<file path="config.mk">
export PLATFORM = sky130hd
export DESIGN_NAME = flags_register_flat
export DESIGN_NICKNAME = d
export VERILOG_FILES = /design/src/rtl/flags_register_if.sv /design/src/rtl/flags_register.sv /design/src/flat_wrapper.sv
export SDC_FILE = /design/constraint.sdc
export NUM_CORES = 1
export LEC_CHECK = 0
export CAP_MARGIN = 20
export CELL_PAD_IN_SITES_DETAIL_PLACEMENT = 0
export CELL_PAD_IN_SITES_GLOBAL_PLACEMENT = 1
export CORE_ASPECT_RATIO = 0.5
export CORE_MARGIN = 2
export CORE_UTILIZATION = 21
export CTS_CLUSTER_DIAMETER = 60
export CTS_CLUSTER_SIZE = 20
export DETAILED_ROUTE_END_ITERATION = 7
export HOLD_SLACK_MARGIN = 0.1
export PLACE_DENSITY = 0.88
export SLEW_MARGIN = 40
export SYNTH_ARGS = -nofsm -noshare
export SYNTH_HDL_FRONTEND = slang
export SYNTH_SLANG_ARGS = --single-unit
</file>
<file path="constraint.sdc">
create_clock -name clk -period 3.44 [get_ports clk]
set_input_delay 0.516 -clock clk [delete_from_list [all_inputs] [get_ports clk]]
set_output_delay 0.516 -clock clk [all_outputs]
set_load 0.01 [all_outputs]
</file>
<file path="src/rtl/flags_register_if.sv">
// Bus between the microcode sequencer/ALU and the architectural FLAGS register.
// The master side drives the update controls; the slave side is the register itself.
interface flags_register_if;
    logic [15:0] alu_flags;
    logic        alu_update;
    logic [15:0] update_mask;
    logic        load;
    logic [15:0] load_val;
    logic        set_en;
    logic [2:0]  set_op;
    logic        ss_load;
    logic        insn_retire;
    logic        trap_ack;
    logic [3:0]  cond;
    logic [15:0] flags;
    logic        cond_true;
    logic        int_enabled;
    logic        trap_pending;

    modport master (
        output alu_flags, alu_update, update_mask, load, load_val,
               set_en, set_op, ss_load, insn_retire, trap_ack, cond,
        input  flags, cond_true, int_enabled, trap_pending
    );

    modport slave (
        input  alu_flags, alu_update, update_mask, load, load_val,
               set_en, set_op, ss_load, insn_retire, trap_ack, cond,
        output flags, cond_true, int_enabled, trap_pending
    );
endinterface

</file>
<file path="src/rtl/flags_register.sv">
// Architectural 8086 FLAGS register.
// Merges ALU flag results under a mask, handles full loads and the flag set/clear
// instructions, evaluates Jcc conditions and tracks the interrupt shadow and the
// single-step trap request.
module flags_register #(
    parameter logic [15:0] RESET_FLAGS = 16'hF002
) (
    input  logic             clk,
    input  logic             reset_n,
    flags_register_if.slave  bus
);

    // Bits 15:12 and 1 are hardwired to 1, bits 5 and 3 to 0.
    localparam logic [15:0] FORCE_ONE   = 16'hF002;
    localparam logic [15:0] FORCE_ZERO  = 16'h0028;
    localparam logic [15:0] RESET_VALUE = (RESET_FLAGS | FORCE_ONE) & ~FORCE_ZERO;

    localparam int CF_BIT = 0;
    localparam int PF_BIT = 2;
    localparam int ZF_BIT = 6;
    localparam int SF_BIT = 7;
    localparam int TF_BIT = 8;
    localparam int IF_BIT = 9;
    localparam int DF_BIT = 10;
    localparam int OF_BIT = 11;

    typedef enum logic [2:0] {
        OP_CLC  = 3'd0,
        OP_STC  = 3'd1,
        OP_CLI  = 3'd2,
        OP_STI  = 3'd3,
        OP_CLD  = 3'd4,
        OP_STD  = 3'd5,
        OP_NOP6 = 3'd6,
        OP_NOP7 = 3'd7
    } set_op_t;

    logic [15:0] flags_q;
    logic [15:0] flags_next;
    logic [15:0] merged;
    logic [1:0]  shadow;
    logic [1:0]  shadow_next;
    logic        tf_armed;
    logic        trap_pending_q;
    logic        set_active;
    logic        sti_from_clear;
    logic        cli_now;
    logic        cond_base;
    set_op_t     op;

    assign op         = set_op_t'(bus.set_op);
    assign set_active = bus.set_en & ~bus.load;

    // Next FLAGS value: load wins outright, otherwise ALU merge followed by the set/clear op.
    always_comb begin
        merged = flags_q;
        if (bus.alu_update) begin
            merged = (flags_q & ~bus.update_mask) | (bus.alu_flags & bus.update_mask);
        end
        if (bus.set_en) begin
            case (op)
                OP_CLC:  merged[CF_BIT] = 1'b0;
                OP_STC:  merged[CF_BIT] = 1'b1;
                OP_CLI:  merged[IF_BIT] = 1'b0;
                OP_STI:  merged[IF_BIT] = 1'b1;
                OP_CLD:  merged[DF_BIT] = 1'b0;
                OP_STD:  merged[DF_BIT] = 1'b1;
                default: merged = merged;
            endcase
        end
        flags_next = bus.load ? bus.load_val : merged;
        flags_next = (flags_next | FORCE_ONE) & ~FORCE_ZERO;
    end

    // Shadow counter: STI-from-clear and MOV/POP SS arm it, CLI kills it, retirements drain it.
    always_comb begin
        sti_from_clear = set_active & (op == OP_STI) & ~flags_q[IF_BIT];
        cli_now        = set_active & (op == OP_CLI);
        shadow_next    = shadow;
        if (bus.ss_load || sti_from_clear) begin
            shadow_next = 2'd2;
        end else if (cli_now) begin
            shadow_next = 2'd0;
        end else if (bus.insn_retire && (shadow != 2'd0)) begin
            shadow_next = shadow - 2'd1;
        end
    end

    // FLAGS and shadow state registers.
    always_ff @(posedge clk or negedge reset_n) begin
        if (!reset_n) begin
            flags_q <= RESET_VALUE;
            shadow  <= 2'd0;
        end else begin
            flags_q <= flags_next;
            shadow  <= shadow_next;
        end
    end

    // Single-step: arm from the TF seen by the retiring instruction, raise the trap one instruction later.
    always_ff @(posedge clk or negedge reset_n) begin
        if (!reset_n) begin
            tf_armed       <= 1'b0;
            trap_pending_q <= 1'b0;
        end else begin
            if (bus.insn_retire) begin
                tf_armed <= flags_q[TF_BIT];
            end
            if (bus.trap_ack) begin
                trap_pending_q <= 1'b0;
            end else if (bus.insn_retire && tf_armed && (shadow == 2'd0)) begin
                trap_pending_q <= 1'b1;
            end
        end
    end

    // Jcc evaluation: odd condition codes are the negation of the even code below them.
    always_comb begin
        cond_base = 1'b0;
        case (bus.cond[3:1])
            3'd0:    cond_base = flags_q[OF_BIT];
            3'd1:    cond_base = flags_q[CF_BIT];
            3'd2:    cond_base = flags_q[ZF_BIT];
            3'd3:    cond_base = flags_q[CF_BIT] | flags_q[ZF_BIT];
            3'd4:    cond_base = flags_q[SF_BIT];
            3'd5:    cond_base = flags_q[PF_BIT];
            3'd6:    cond_base = flags_q[SF_BIT] ^ flags_q[OF_BIT];
            default: cond_base = flags_q[ZF_BIT] | (flags_q[SF_BIT] ^ flags_q[OF_BIT]);
        endcase
    end

    assign bus.flags        = flags_q;
    assign bus.cond_true    = cond_base ^ bus.cond[0];
    assign bus.int_enabled  = flags_q[IF_BIT] & (shadow == 2'd0);
    assign bus.trap_pending = trap_pending_q;

endmodule

</file>
<file path="src/flat_wrapper.sv">
// flat-port wrapper written by rule: the top's interface ports become plain ports
module flags_register_flat 
#(
    parameter logic [15:0] RESET_FLAGS = 16'hF002
)
  (clk, reset_n, bus_alu_flags, bus_alu_update, bus_update_mask, bus_load, bus_load_val, bus_set_en, bus_set_op, bus_ss_load, bus_insn_retire, bus_trap_ack, bus_cond, bus_flags, bus_cond_true, bus_int_enabled, bus_trap_pending);
  flags_register_if bus_i ();
  input  logic clk;
  input  logic reset_n;
  input wire logic [$bits(bus_i.alu_flags)-1:0] bus_alu_flags;
  input wire logic [$bits(bus_i.alu_update)-1:0] bus_alu_update;
  input wire logic [$bits(bus_i.update_mask)-1:0] bus_update_mask;
  input wire logic [$bits(bus_i.load)-1:0] bus_load;
  input wire logic [$bits(bus_i.load_val)-1:0] bus_load_val;
  input wire logic [$bits(bus_i.set_en)-1:0] bus_set_en;
  input wire logic [$bits(bus_i.set_op)-1:0] bus_set_op;
  input wire logic [$bits(bus_i.ss_load)-1:0] bus_ss_load;
  input wire logic [$bits(bus_i.insn_retire)-1:0] bus_insn_retire;
  input wire logic [$bits(bus_i.trap_ack)-1:0] bus_trap_ack;
  input wire logic [$bits(bus_i.cond)-1:0] bus_cond;
  output wire logic [$bits(bus_i.flags)-1:0] bus_flags;
  output wire logic [$bits(bus_i.cond_true)-1:0] bus_cond_true;
  output wire logic [$bits(bus_i.int_enabled)-1:0] bus_int_enabled;
  output wire logic [$bits(bus_i.trap_pending)-1:0] bus_trap_pending;
  assign bus_i.alu_flags = bus_alu_flags;
  assign bus_i.alu_update = bus_alu_update;
  assign bus_i.update_mask = bus_update_mask;
  assign bus_i.load = bus_load;
  assign bus_i.load_val = bus_load_val;
  assign bus_i.set_en = bus_set_en;
  assign bus_i.set_op = bus_set_op;
  assign bus_i.ss_load = bus_ss_load;
  assign bus_i.insn_retire = bus_insn_retire;
  assign bus_i.trap_ack = bus_trap_ack;
  assign bus_i.cond = bus_cond;
  assign bus_flags = bus_i.flags;
  assign bus_cond_true = bus_i.cond_true;
  assign bus_int_enabled = bus_i.int_enabled;
  assign bus_trap_pending = bus_i.trap_pending;
  flags_register #(.RESET_FLAGS(RESET_FLAGS)) u_core (.clk(clk), .reset_n(reset_n), .bus(bus_i));
endmodule
</file>
==> reports/summary.txt <==
Outcome - complete, no violations
First-pass DRT Iterations - 3
Post-synth cell types - 31
CP arrival - 2.32 ns
CP dominant cell by count - clkdlybuf4s50_1
Crit path largest cell delay - 0.55 ns
Synthesized area per cell - 8.62 µm²
YS warnings - 0
Via count - 865
Period utilisation layout - 82.5%
Final setup viols - 0
# port buffers - 53
CP Max Fanout - 5
Overall Power - 0.476 mW
Total grt overflow - 0
ANT cells - 0
PwrDens - 326 mW/mm²
Worst-path cell chain - clkdlybuf4s50_1 -> nand2b_1 -> a31oi_1 -> o211ai_1 -> a21oi_1 -> xnor2_1 -> clkdlybuf4s50_1
First-pass GRT wire length - 3620 µm
Seq/Total Area, Yosys - 38.1%
Critical path startpoint category - primary input
Fin nets - 217
Synth Instances - 99
Die area - 0.00462 mm²
Number of global-route vias before repair - 853
Peak VDD IR - 0.143 mV
Clk sinks - 13
Max Cap Violations - 0
Setup TNS - 0 ns
Post-DRT Antenna Nets - 0
DRC violations left - 0
Cell Area, Synth - 853 µm²
Kind of critical path - primary input to primary output
Top delay family on crit path - buffers and inverters
Fmax - 352 MHz
Hold-fix buffers, CTS - 0
Detailed-placement wirelength estimate - 1880 µm
Die height - 49.1 µm
Initial core utilization - 21.9%
RR Startpoint - u_core.shadow[0]$_DFFE_PN0P_
Synth-to-Final Area Change - 70.8%
Max Slew Vio Count - 0
Core Area - 0.00390 mm²
Tot GR Track Use - 9.94%
CTS tree - built
Max Buffers Root-to-Sink - 2
Pleak - 0.617 nW
Rel. slew slack - 59.6%
CTS resizes - 0
Skew final - 0.000364 ns
Mean routed wirelength per cell - 10.9 µm
Io pins - 82
Buf/Inv on CP - 2
CTS buffer count - 3
Worst setup startpoint - bus_cond[1]
Worst hold start - u_core.bus.trap_pending$_DFFE_PN0P_
Largest net degree at the start of global routing - 20
Crit path capture type - primary output
Final hold violations - 0
Layout cells sized above 1 - 5.92%
CP required - 2.92 ns
RSZ-0062 raised after global routing - false
GPL Wtd Cong - 0.749
Site row count - 16
Crit path time final - 2.84 ns
Vias per std cell - 4.20
Clock root cell - clkbuf_8
Setup bufs post-CTS - 0
First DRT Iteration DRCs - 38
Yosys reg bits - 13
Tightest Pin Transition - 0.604 ns
CTS H-tree depth - 1
Overall routed net length - 2250 µm
Antenna violations before repair - 0
Clk Latency, worst-skew pair - 0.24 ns
Hold Path Class - flip-flop to flip-flop
CP max stage cell - clkdlybuf4s50_1
Die width - 94.2 µm
Clock transition at path regs - 0.06 ns
-- cells in the mapped netlist --
cell type | instances | area, µm²
a21oi_1 | 2 | 10.0
o221ai_2 | 1 | 15.0
or2_4 | 1 | 8.76
a21boi_1 | 1 | 7.51
a311o_1 | 1 | 10.0
inv_1 | 3 | 11.3
buf_4 | 7 | 52.6
conb_1 | 2 | 7.51
nand3b_1 | 3 | 22.5
ha_1 | 1 | 12.5
mux2i_1 | 7 | 70.1
nor4b_1 | 1 | 8.76
nor2_1 | 3 | 11.3
o31ai_1 | 1 | 7.51
a311oi_1 | 1 | 8.76
buf_2 | 2 | 10.0
a31oi_1 | 2 | 12.5
nand2_1 | 23 | 86.3
nor3_1 | 2 | 10.0
o21ai_1 | 4 | 20.0
o211ai_1 | 2 | 15.0
nand3_1 | 1 | 5.00
nor3b_1 | 1 | 7.51
nand2b_1 | 3 | 18.8
and2_1 | 1 | 6.26
o2111ai_1 | 1 | 8.76
o21ai_0 | 4 | 20.0
xnor2_1 | 2 | 17.5
dfrtp_1 | 13 | 325
mux2_2 | 2 | 22.5
buf_1 | 1 | 3.75
-- tightest hold or removal path, stage by stage, from the launching register on --
cell	delay (ns)
dfrtp_1	0.34
a31oi_1	0.04
nor2_1	0.07
-- state kept, by name, summed over array words and instances, names as in the netlist --
signal / cells
u_core.bus.flags: 9
u_core.bus.trap_pending: 1
u_core.shadow: 2
u_core.tf_armed: 1
-- worst paths after layout --
check | endpoint | slack, ns | depth (start not counted)
setup / recovery | bus_cond_true | 0.60 | 7
hold / removal | u_core.bus.trap_pending$_DFFE_PN0P_ | 0.49 | 2
setup reg to reg | u_core.shadow[1]$_DFFE_PN0P_ | 2.18 | 7
hold reg to reg | u_core.bus.trap_pending$_DFFE_PN0P_ | 0.49 | 2
max in group asynchronous | u_core.bus.flags[11]$_DFFE_PN0P_ | 2.39 | 1
min in group asynchronous | u_core.bus.flags[4]$_DFFE_PN0P_ | 0.66 | 1
-- power breakdown --
part | switching [mW] | internal, mW | total [mW]
registers | 0.0127 | 0.169 | 0.182
logic | 0.0614 | 0.0978 | 0.159
clock network | 0.0547 | 0.0799 | 0.135
total | 0.129 | 0.347 | 0.476
-- routing by layer --
layer / part of all wire, % / vias to the layer above / GRT usage (%)
met3: 2.8 / 2 / 2.63
met2: 54 / 13 / 18.9
met1: 42 / 414 / 10.6
met4: 0.75 / 0 / 3.38
li1: - / 436 / -
met5: 0 / - / 0
-- kinds of logic after synthesis --
group	count (synthesis)	synth area share, %
AND/OR/NAND/NOR	39	21.7
AO/OA/AOI/OAI	20	15.8
XOR/XNOR	2	2.05
flip-flops	13	38.1
other	2	0.880
multiplexers	9	10.9
adder cells (fa/ha/maj)	1	1.47
buffers and inverters	13	9.09
-- layout make-up --
| class | instances | area, µm² |
|---|---|---|
| fillers | 378 | 2450 |
| repair buffers | 54 | 538 |
| multi-input cells | 78 | 469 |
| flip-flops and latches | 13 | 325 |
| well taps | 54 | 67.6 |
| clock buffers | 3 | 41.3 |
| inverters | 3 | 11.3 |
| clock inverters | 1 | 5.00 |
-- stage by stage --
step                      area (µm²)  setup slack, ns  hold slack [ns]  util (%)  instances
after floorplan                  872             1.70            0.220         -        104
after global placement          1410            0.620            0.487      36.2        202
after detailed placement        1410            0.560            0.487      36.2        202
after CTS                       1460            0.562            0.498      37.3        206
after global routing            1460            0.503            0.540      37.3        206
final                           1460            0.601            0.495      37.3        206
-- layout by cell type (no fill, tap or decap), drive strengths merged --
cell	n
a21boi	1
a21oi	2
a311o	1
a311oi	1
a31oi	2
and2	1
buf	1
clkbuf	3
clkdlybuf4s50	53
clkinv	1
conb	7
dfrtp	13
ha	1
inv	3
mux2	2
mux2i	7
nand2	23
nand2b	3
nand3	1
nand3b	3
nor2	3
nor3	2
nor3b	1
nor4b	1
o2111ai	1
o211ai	2
o21ai	8
o221ai	1
o31ai	1
or2	1
xnor2	2
Note: power is estimated with default switching activity, not from simulation.
